## src/rtl/spi_slave_pkg.sv

```systemverilog
// Shared constants and types for the SPI memory responder.
package spi_slave_pkg;

  localparam logic [7:0] CMD_WRITE = 8'h02;
  localparam logic [7:0] CMD_READ  = 8'h0B;

  // Wide enough for the dummy-phase count as well as bit counts.
  localparam int unsigned CNT_W = 8;

  typedef enum logic [2:0] {
    StIdle,
    StCmd,
    StAddr,
    StDummy,
    StWdata,
    StRdata,
    StIgnore
  } state_e;

endpackage

```

## src/rtl/spi_sync_edge.sv

```systemverilog
// Multi-flop synchronizer for asynchronous SPI pins with rise/fall detection on one of them.
module spi_sync_edge #(
  parameter int unsigned      Width        = 1,
  parameter int unsigned      Stages       = 2,
  parameter logic [Width-1:0] DataResetVal = '0
) (
  input  logic             clk_i,
  input  logic             rst_ni,
  input  logic             edge_i,
  input  logic [Width-1:0] data_i,
  output logic [Width-1:0] data_o,
  output logic             rise_o,
  output logic             fall_o
);

  // Bit 0 carries the edge-detected signal, upper bits the sync-only data.
  logic [Width:0] stage_q [Stages];
  logic [Width:0] sync_s;
  logic           edge_q;

  always_ff @(posedge clk_i or negedge rst_ni) begin
    if (!rst_ni) begin
      for (int i = 0; i < Stages; i++) begin
        stage_q[i] <= {DataResetVal, 1'b0};
      end
      edge_q <= 1'b0;
    end else begin
      stage_q[0] <= {data_i, edge_i};
      for (int i = 1; i < Stages; i++) begin
        stage_q[i] <= stage_q[i-1];
      end
      edge_q <= sync_s[0];
    end
  end

  assign sync_s = stage_q[Stages-1];
  assign data_o = sync_s[Width:1];
  assign rise_o = sync_s[0] & ~edge_q;
  assign fall_o = ~sync_s[0] & edge_q;

endmodule

```

## src/rtl/spi_slave_mem.sv

```systemverilog
// SPI mode-0 responder translating serial write/read commands into a req/gnt memory port.
module spi_slave_mem
  import spi_slave_pkg::*;
#(
  parameter int unsigned DUMMY_CYCLES = 34,
  parameter int unsigned SYNC_STAGES  = 2
) (
  input  logic        clk_i,
  input  logic        rst_ni,
  input  logic        spi_sclk_i,
  input  logic        spi_cs_i,
  input  logic        spi_sdi_i,
  output logic        spi_sdo_o,
  output logic        spi_sdo_en_o,
  output logic        mem_req_o,
  output logic        mem_we_o,
  output logic [31:0] mem_addr_o,
  output logic [31:0] mem_wdata_o,
  input  logic        mem_gnt_i,
  input  logic        mem_rvalid_i,
  input  logic [31:0] mem_rdata_i,
  output logic        err_o
);

  logic [1:0] sync_s;
  logic       cs_s, sdi_s, sclk_rise, sclk_fall;

  // CS resets to its idle (high) level so reset does not look like a frame start.
  spi_sync_edge #(
    .Width       (2),
    .Stages      (SYNC_STAGES),
    .DataResetVal(2'b01)
  ) u_sync (
    .clk_i (clk_i),
    .rst_ni(rst_ni),
    .edge_i(spi_sclk_i),
    .data_i({spi_sdi_i, spi_cs_i}),
    .data_o(sync_s),
    .rise_o(sclk_rise),
    .fall_o(sclk_fall)
  );

  assign cs_s  = sync_s[0];
  assign sdi_s = sync_s[1];

  state_e           state_q, state_d;
  logic [CNT_W-1:0] cnt_q, cnt_d;
  logic [30:0]      rx_q, rx_d;
  logic [31:0]      tx_q, tx_d;
  logic             sdo_q, sdo_d;
  logic             is_wr_q, is_wr_d;
  logic [31:0]      addr_q, addr_d;
  logic             req_q, req_d;
  logic             we_q, we_d;
  logic [31:0]      maddr_q, maddr_d;
  logic [31:0]      wdata_q, wdata_d;
  logic [31:0]      rdata_q, rdata_d;
  logic             rd_wait_q, rd_wait_d;
  logic             rd_have_q, rd_have_d;
  logic             err_q, err_d;

  logic        issue, issue_we;
  logic [31:0] issue_addr, issue_wdata;
  logic [31:0] shift_in;

  assign shift_in = {rx_q, sdi_s};

  always_comb begin
    state_d     = state_q;
    cnt_d       = cnt_q;
    rx_d        = rx_q;
    tx_d        = tx_q;
    sdo_d       = sdo_q;
    is_wr_d     = is_wr_q;
    addr_d      = addr_q;
    req_d       = req_q;
    we_d        = we_q;
    maddr_d     = maddr_q;
    wdata_d     = wdata_q;
    rdata_d     = rdata_q;
    rd_wait_d   = rd_wait_q;
    rd_have_d   = rd_have_q;
    err_d       = 1'b0;
    issue       = 1'b0;
    issue_we    = 1'b0;
    issue_addr  = '0;
    issue_wdata = '0;

    if (req_q && mem_gnt_i) begin
      req_d = 1'b0;
    end
    if (rd_wait_q && mem_rvalid_i) begin
      rdata_d   = mem_rdata_i;
      rd_wait_d = 1'b0;
      rd_have_d = 1'b1;
    end

    if (cs_s) begin
      state_d = StIdle;
      cnt_d   = '0;
      rx_d    = '0;
      tx_d    = '0;
      sdo_d   = 1'b0;
    end else begin
      unique case (state_q)
        StIdle: begin
          state_d = StCmd;
          cnt_d   = CNT_W'(7);
        end
        StCmd: begin
          if (sclk_rise) begin
            rx_d = shift_in[30:0];
            if (cnt_q == '0) begin
              if (shift_in[7:0] == CMD_WRITE || shift_in[7:0] == CMD_READ) begin
                state_d = StAddr;
                cnt_d   = CNT_W'(31);
                is_wr_d = (shift_in[7:0] == CMD_WRITE);
              end else begin
                state_d = StIgnore;
              end
            end else begin
              cnt_d = cnt_q - 1'b1;
            end
          end
        end
        StAddr: begin
          if (sclk_rise) begin
            rx_d = shift_in[30:0];
            if (cnt_q == '0) begin
              addr_d = shift_in;
              if (is_wr_q) begin
                state_d = StWdata;
                cnt_d   = CNT_W'(31);
              end else begin
                issue      = 1'b1;
                issue_addr = shift_in;
                state_d    = StDummy;
                cnt_d      = CNT_W'(DUMMY_CYCLES - 1);
              end
            end else begin
              cnt_d = cnt_q - 1'b1;
            end
          end
        end
        StDummy: begin
          if (sclk_rise) begin
            if (cnt_q == '0) begin
              state_d = StRdata;
              cnt_d   = CNT_W'(31);
              // Data arriving in the very cycle of the last dummy rise is still usable.
              if (rd_have_q) begin
                tx_d      = rdata_q;
                rd_have_d = 1'b0;
              end else if (rd_wait_q && mem_rvalid_i) begin
                tx_d      = mem_rdata_i;
                rd_have_d = 1'b0;
              end else begin
                tx_d  = '0;
                err_d = 1'b1;
              end
            end else begin
              cnt_d = cnt_q - 1'b1;
            end
          end
        end
        StRdata: begin
          if (sclk_fall) begin
            sdo_d = tx_q[31];
            tx_d  = {tx_q[30:0], 1'b0};
          end
          if (sclk_rise) begin
            if (cnt_q == '0) begin
              state_d = StCmd;
              cnt_d   = CNT_W'(7);
              sdo_d   = 1'b0;
            end else begin
              cnt_d = cnt_q - 1'b1;
            end
          end
        end
        StWdata: begin
          if (sclk_rise) begin
            rx_d = shift_in[30:0];
            if (cnt_q == '0) begin
              issue       = 1'b1;
              issue_we    = 1'b1;
              issue_addr  = addr_q;
              issue_wdata = shift_in;
              state_d     = StCmd;
              cnt_d       = CNT_W'(7);
            end else begin
              cnt_d = cnt_q - 1'b1;
            end
          end
        end
        StIgnore: begin
          state_d = StIgnore;
        end
        default: begin
          state_d = StIdle;
        end
      endcase
    end

    // A still-outstanding request wins; the new one is dropped and flagged.
    if (issue) begin
      if (req_q && !mem_gnt_i) begin
        err_d = 1'b1;
      end else begin
        req_d   = 1'b1;
        we_d    = issue_we;
        maddr_d = issue_addr;
        if (issue_we) begin
          wdata_d = issue_wdata;
        end else begin
          rd_wait_d = 1'b1;
          rd_have_d = 1'b0;
        end
      end
    end
  end

  always_ff @(posedge clk_i or negedge rst_ni) begin
    if (!rst_ni) begin
      state_q   <= StIdle;
      cnt_q     <= '0;
      rx_q      <= '0;
      tx_q      <= '0;
      sdo_q     <= 1'b0;
      is_wr_q   <= 1'b0;
      addr_q    <= '0;
      req_q     <= 1'b0;
      we_q      <= 1'b0;
      maddr_q   <= '0;
      wdata_q   <= '0;
      rdata_q   <= '0;
      rd_wait_q <= 1'b0;
      rd_have_q <= 1'b0;
      err_q     <= 1'b0;
    end else begin
      state_q   <= state_d;
      cnt_q     <= cnt_d;
      rx_q      <= rx_d;
      tx_q      <= tx_d;
      sdo_q     <= sdo_d;
      is_wr_q   <= is_wr_d;
      addr_q    <= addr_d;
      req_q     <= req_d;
      we_q      <= we_d;
      maddr_q   <= maddr_d;
      wdata_q   <= wdata_d;
      rdata_q   <= rdata_d;
      rd_wait_q <= rd_wait_d;
      rd_have_q <= rd_have_d;
      err_q     <= err_d;
    end
  end

  assign spi_sdo_o    = sdo_q;
  assign spi_sdo_en_o = (state_q == StRdata);
  assign mem_req_o    = req_q;
  assign mem_we_o     = we_q;
  assign mem_addr_o   = maddr_q;
  assign mem_wdata_o  = wdata_q;
  assign err_o        = err_q;

endmodule

```

## config.mk

```make
export PLATFORM = sky130hd
export DESIGN_NAME = spi_slave_mem
export DESIGN_NICKNAME = d
export VERILOG_FILES = /design/src/rtl/spi_slave_pkg.sv /design/src/rtl/spi_sync_edge.sv /design/src/rtl/spi_slave_mem.sv
export SDC_FILE = /design/constraint.sdc
export NUM_CORES = 1
export LEC_CHECK = 0
export CORE_UTILIZATION = 55
export DETAILED_ROUTE_END_ITERATION = 10
export HOLD_SLACK_MARGIN = 0.02
export PLACE_DENSITY = 0.78
export SYNTH_ARGS = -nofsm -noshare
export SYNTH_HDL_FRONTEND = slang
export SYNTH_HIERARCHICAL = 1
export SYNTH_SLANG_ARGS = --single-unit
```

## constraint.sdc

```tcl
create_clock -name clk_i -period 5.1 [get_ports clk_i]
set_input_delay 0.765 -clock clk_i [delete_from_list [all_inputs] [get_ports clk_i]]
set_output_delay 0.765 -clock clk_i [all_outputs]
set_load 0.01 [all_outputs]
```

After elaboration in Yosys (flattened, before gate mapping). Cells that the tools add are included.

Flip-flop bits (word level): 216. Output and inout bits: 69. Logic and storage cells: 149.

$add $sub $neg: 1. Equal/unequal tests: 18. Multiplexer cells: 84. Bitwise operators: 6. Reductions and logical operators: 22.

Operators by type and width (number): $mux 32 (16); $pmux 32 s2 (2); $mux 31 (3); $mux 8 (10); $pmux 8 s5 (1); $mux 1 (38); $mux 3 (11); $ne 3x2->1 const B (6); $pmux 3 s6 (1); $eq 3x3->1 const B (3); $ne 3x1->1 const B (3); $eq 8x2->1 const B (1); $eq 8x4->1 const B (1); $logic_not 8->1 (1); $reduce_and 4->1 (2); $reduce_and 8->1 (1); $sub 8x1->8 const B (1); $eq 3x2->1 const B (2); $mux 6 (1); $reduce_and 6->1 (1); $reduce_bool 2->1 (3); $reduce_bool 6->1 (1); $reduce_and 5->1 (1); $ne 4x3->1 const B (1); other kinds (13) (20).

Logic depth before layout (Yosys ltp).
Depth in word-level cells: 11. Depth in mapped cells: 10.

By module. The synthesis kept the hierarchy.

By module, submodules not included: spi_slave_mem (times used 1, cells an instance 915, area each 9243.9 um^2); spi_sync_edge (times used 1, cells an instance 11, area each 207.7 um^2).

Worst setup path before layout. Ideal clock, no wire load.

Kind: reg-to-reg. Start point: reg cnt_q[0]. End point: reg wdata_q[10] (netlist: mem_wdata_o[10]). Setup time: 0.125 ns. Data arrival time: 2.585 ns. Required time: 4.975 ns. Setup slack: 2.390 ns. Cell stages (with the launch flop): 10. Path through: dfrtp_1 -> inv_1 -> ha_1 -> nor3b_2 -> nand3_2 -> or4b_4 -> or3_1 -> buf_6 -> buf_6 -> mux2_4.

Cells in the longest elaborated chain, start to end: 6.

Ends and longest elaborated chain: from (decl) (line spi_slave_mem.sv:47) `logic [CNT_W-1:0] cnt_q, cnt_d;`; from (signal assigned) (line spi_slave_mem.sv:242) `cnt_q <= cnt_d;`; $logic_not 8->1 (*) (line spi_slave_mem.sv:129, spi_slave_mem.sv:184); $mux 1, on equally long branches (line spi_slave_mem.sv:184, spi_slave_mem.sv:129); $mux 1, on equally long branches (line spi_slave_mem.sv:182, spi_slave_mem.sv:127); $pmux 1 s2 or $mux 1 (tied branches) (line spi_slave_mem.sv:105) `unique case (state_q)`; $mux 1 (line spi_slave_mem.sv:98) `if (cs_s) begin`; $reduce_and 3->1 (no source line); to (signal assigned) (line spi_slave_mem.sv:251) `wdata_q <= wdata_d;`; to (decl) (line spi_slave_mem.sv:56) `logic [31:0] wdata_q, wdata_d;`.

Every way passes the cells marked *; elsewhere a longest branch is shown, timed or not. A chain may end at the register's enable or synchronous reset.

Final worst setup path.
Start point: reg cnt_q[0]. End point: reg wdata_q[24] (netlist: mem_wdata_o[24]).

The elaborated chain is that of the path after synthesis.

==> impl_metrics.json <==
{
  "result_of_the_run": "finished, final reports clean",
  "power.leakage_nw": 5.09,
  "critical_path_class": "flop to flop",
  "synth_cells": 926,
  "setup_crit_end_kind": "flop",
  "yosysWarningCount": 6,
  "grt_overflow_total": 0,
  "worst_hold_slack_ns": 0.350,
  "fin_setup_tns_ns": 0,
  "edff_count_synth": 0,
  "worstRegToRegCells": 7,
  "syn_nets": 966,
  "totalWireLength_mm": 20.9,
  "htreeDepth": 1,
  "syn-cell-area_sq_um": 9450,
  "critical_path.max_stage_delay_ns": 1.00,
  "report.final.slew_viol_count": 0,
  "async_reset_ff_share_pct": 100,
  "setup_repair_after_global_routing_missed_its_margin": "no",
  "cts.clk_slew.worst_paths_ns": 0.06,
  "synth_area_per_cell_sq_um": 10.2,
  "initial_antenna_violation_count": 0,
  "finalCriticalPeriod_ns": 3.91,
  "crit_chain": "inv_1 -> ha_1 -> nor3b_2 -> nand3_2 -> or4b_4 -> or3_2 -> mux2_4",
  "worst_ep_required_time_ns": 5.49,
  "hold_path.startpoint": "u_sync/stage_q[3]",
  "cts-root-to-sink-buffers": 3,
  "n_fill_cell": 1272,
  "design.die.area_sq_um": 17700,
  "netlist_top_cells_area": "sky130_fd_sc_hd__dfrtp_1 (57%), sky130_fd_sc_hd__nand2_1 (9.1%), sky130_fd_sc_hd__a22oi_1 (5.1%)",
  "finClkSkew_ns": 0.00909,
  "hold_path.class": "flop to flop",
  "regToRegEndpoint": "mem_wdata_o[24]",
  "detailed_route_drc_error_count": 0,
  "dr.pass1.iters": 5,
  "timing.critical_path.buf_inv": 1,
  "clock_insertion_delay_worst_skew_ns": 0.51,
  "cpLargestDelayFamily": "simple AND/OR/NAND/NOR gates",
  "final.period_utilization_pct": 76.7,
  "yosys.area.top_type": "sky130_fd_sc_hd__dfrtp_1",
  "global_route.usage.total_pct": 23.9,
  "die_x_microns": 133,
  "root_buffer": "sky130_fd_sc_hd__clkbuf_16",
  "maximum_fanout_along_the_worst_path": 67,
  "cts_tree": "yes",
  "worstHoldPathCells": 0,
  "setup_crit_start_kind": "flop",
  "start_util_pct": 56.6,
  "slew-limit-headroom_pct": 22.1,
  "clock.fmax_mhz": 256,
  "r2r_start": "cnt_q[0]",
  "via_per_instance_ratio": 5.71,
  "drv_cap": 0,
  "hold_violations": 0,
  "dieHeight_microns": 133,
  "routed_wire_length_per_instance_microns": 16.9,
  "r2r_setup_slack_ns": 1.19,
  "portBuffers": 107,
  "numCtsBuffers": 23,
  "ir_drop_mv": 0.264,
  "grt_max_degree": 132,
  "worst_slew_pin_slew_ns": 1.17,
  "cts_post_setup_buffers_inserted": 0,
  "final-setup-viol-count": 0,
  "core_area_sq_um": 16700,
  "synth_cell_types": 57,
  "synth_ff_type": "sky130_fd_sc_hd__dfrtp_1",
  "hold_path_end": "u_sync/sync_s[0]",
  "io-pin-count": 108,
  "gpl.final_weighted_congestion": 0.802,
  "final_layout_size_suffix_gt1_share_pct": 12.9,
  "synth_top_area_share_pct": 56.7,
  "numClockSinks": 216,
  "post_cts_hold_buffer_count": 0,
  "cp.arrival_ns": 4.30,
  "syn2layout_area_growth_pct": 20.1,
  "cts-resized-gates": 0,
  "ys_seq_area_share_pct": 57.2,
  "grt_pass1_wl_mm": 34.6,
  "dr_total_vias": 7042,
  "critical_path.startpoint": "cnt_q[0]",
  "ys_seq_elements": 216,
  "drtIter0Drc": 546,
  "antenna_left": 0,
  "cell_row_count": 47,
  "detailedPlacementHpwl_mm": 12.6,
  "grt_pass1_vias": 6870,
  "antenna_cells_inserted": 0,
  "critPathSlowestCell": "sky130_fd_sc_hd__or3_2",
  "finalNetCount": 1039,
  "powerDensity_nw_per_um2": 398
}
[worst reg2reg max path: stages, from the launching register on]
cell                      delay [ns]
sky130_fd_sc_hd__dfrtp_1        0.40
sky130_fd_sc_hd__inv_1          0.11
sky130_fd_sc_hd__ha_1           0.22
sky130_fd_sc_hd__nor3b_2        0.39
sky130_fd_sc_hd__nand3_2        0.28
sky130_fd_sc_hd__or4b_4         0.88
sky130_fd_sc_hd__or3_2          1.01
sky130_fd_sc_hd__mux2_4         0.51
[cells in the final DEF, fill, tap and decap left out, drive strengths merged, types with 2 or more instances in the layout]
cell and instances:
a211oi 4, a21o 4, a21oi 72, a22oi 64, a31o 2, a31oi 3
and2 2, and3 2, buf 12, clkbuf 35, clkdlybuf4s50 106, clkinv 3
dfrtp 214, dfstp 2, inv 10, mux2 65, nand2 230, nand2b 2
nand3 5, nand3b 2, nor2 43, nor2b 9, nor3 9, nor4 6
o21ai 75, o22ai 3, o311ai 2, or3b 2, xnor2 2
[routing by layer]
metal	GRT usage, %	vias to the layer above	wire length (microns)
met1	33.8	3478	9240
met5	0	-	0
met3	3.08	31	1010
met4	5.81	0	421
li1	-	3337	-
met2	39.5	196	10200
[cell usage after synthesis, types with 2 or more instances]
master                     count
sky130_fd_sc_hd__a211oi_1      4
sky130_fd_sc_hd__a21o_1        4
sky130_fd_sc_hd__a21oi_1      71
sky130_fd_sc_hd__a22oi_1      64
sky130_fd_sc_hd__a31o_2        2
sky130_fd_sc_hd__a31oi_1       3
sky130_fd_sc_hd__and2_1        2
sky130_fd_sc_hd__and3_1        2
sky130_fd_sc_hd__buf_1         3
sky130_fd_sc_hd__buf_4         3
sky130_fd_sc_hd__buf_6         5
sky130_fd_sc_hd__clkbuf_1     60
sky130_fd_sc_hd__dfrtp_1     214
sky130_fd_sc_hd__dfstp_2       2
sky130_fd_sc_hd__inv_1         9
sky130_fd_sc_hd__mux2_2       36
sky130_fd_sc_hd__mux2_4       29
sky130_fd_sc_hd__nand2_1     230
sky130_fd_sc_hd__nand2b_1      2
sky130_fd_sc_hd__nand3_1       4
sky130_fd_sc_hd__nand3b_1      2
sky130_fd_sc_hd__nor2_1       43
sky130_fd_sc_hd__nor2b_1       9
sky130_fd_sc_hd__nor3_1        9
sky130_fd_sc_hd__nor4_1        5
sky130_fd_sc_hd__o21ai_0      74
sky130_fd_sc_hd__o22ai_1       3
sky130_fd_sc_hd__o311ai_0      2
sky130_fd_sc_hd__xnor2_1       2
[final cells by class]
cell class / instances / area (sq um) / share of cell area, %
Clock buffer: 34 / 667 / 5.87
Sequential cell: 216 / 5410 / 47.6
Clock inverter: 6 / 61.3 / 0.540
Tap cell: 220 / 275 / 2.42
Timing Repair Buffer: 119 / 1180 / 10.4
Multi-Input combinational cell: 630 / 3730 / 32.9
Inverter: 9 / 33.8 / 0.298
[sequential cells by signal, summed over array words and instances (netlist names), 3 cells and up]
register,cells
mem_addr_o,32
u_sync/sync_s,3
rx_q,31
rdata_q,32
cnt_q,8
mem_wdata_o,32
addr_q,32
tx_q,32
u_sync/stage_q,3
state_q,3
[kinds of logic (layout without fill, tap and decap cells)]
logic type | count (synthesis) | after routing | synth area share [%]
DFF | 216 | 216 | 57.2
buffers and inverters | 80 | 168 | 3.69
adders and majority gates | 1 | 1 | 0.132
and+or+nand+nor | 319 | 319 | 14.2
muxes | 66 | 66 | 9.00
xor gates and xnor gates | 2 | 2 | 0.185
AOI/OAI and AO/OA | 242 | 242 | 15.5
[through the flow]
stage          worst slack (ns)  instances  instance area [sq um]  total power [mW]  utilization (%)
3_5_place_dp               1.20       1194                  10600              2.94             63.6
6_report                   1.19       1234                  11400              4.52             68.0
2_1_floorplan              2.39        926                   9450              2.69                -
5_1_grt                   0.973       1234                  11400              4.74             68.0
3_3_place_gp               1.32       1194                  10600              2.90             63.6
4_1_cts                    1.16       1234                  11400              4.55             68.0
[how the worst max path moves through the flow]
stage                                  to  depth (start not counted)
after floorplan           mem_wdata_o[10]                          9
after global placement    mem_wdata_o[21]                          7
after detailed placement  mem_wdata_o[10]                          7
after CTS                 mem_wdata_o[14]                          7
after global routing      mem_wdata_o[25]                          7
final                     mem_wdata_o[24]                          7
[where the power goes]
group          switching [mW]  internal [mW]
Combinational           0.511          0.317
Clock                   0.653          0.952
Sequential              0.176           1.91
Power figures use the tool's default switching activity.
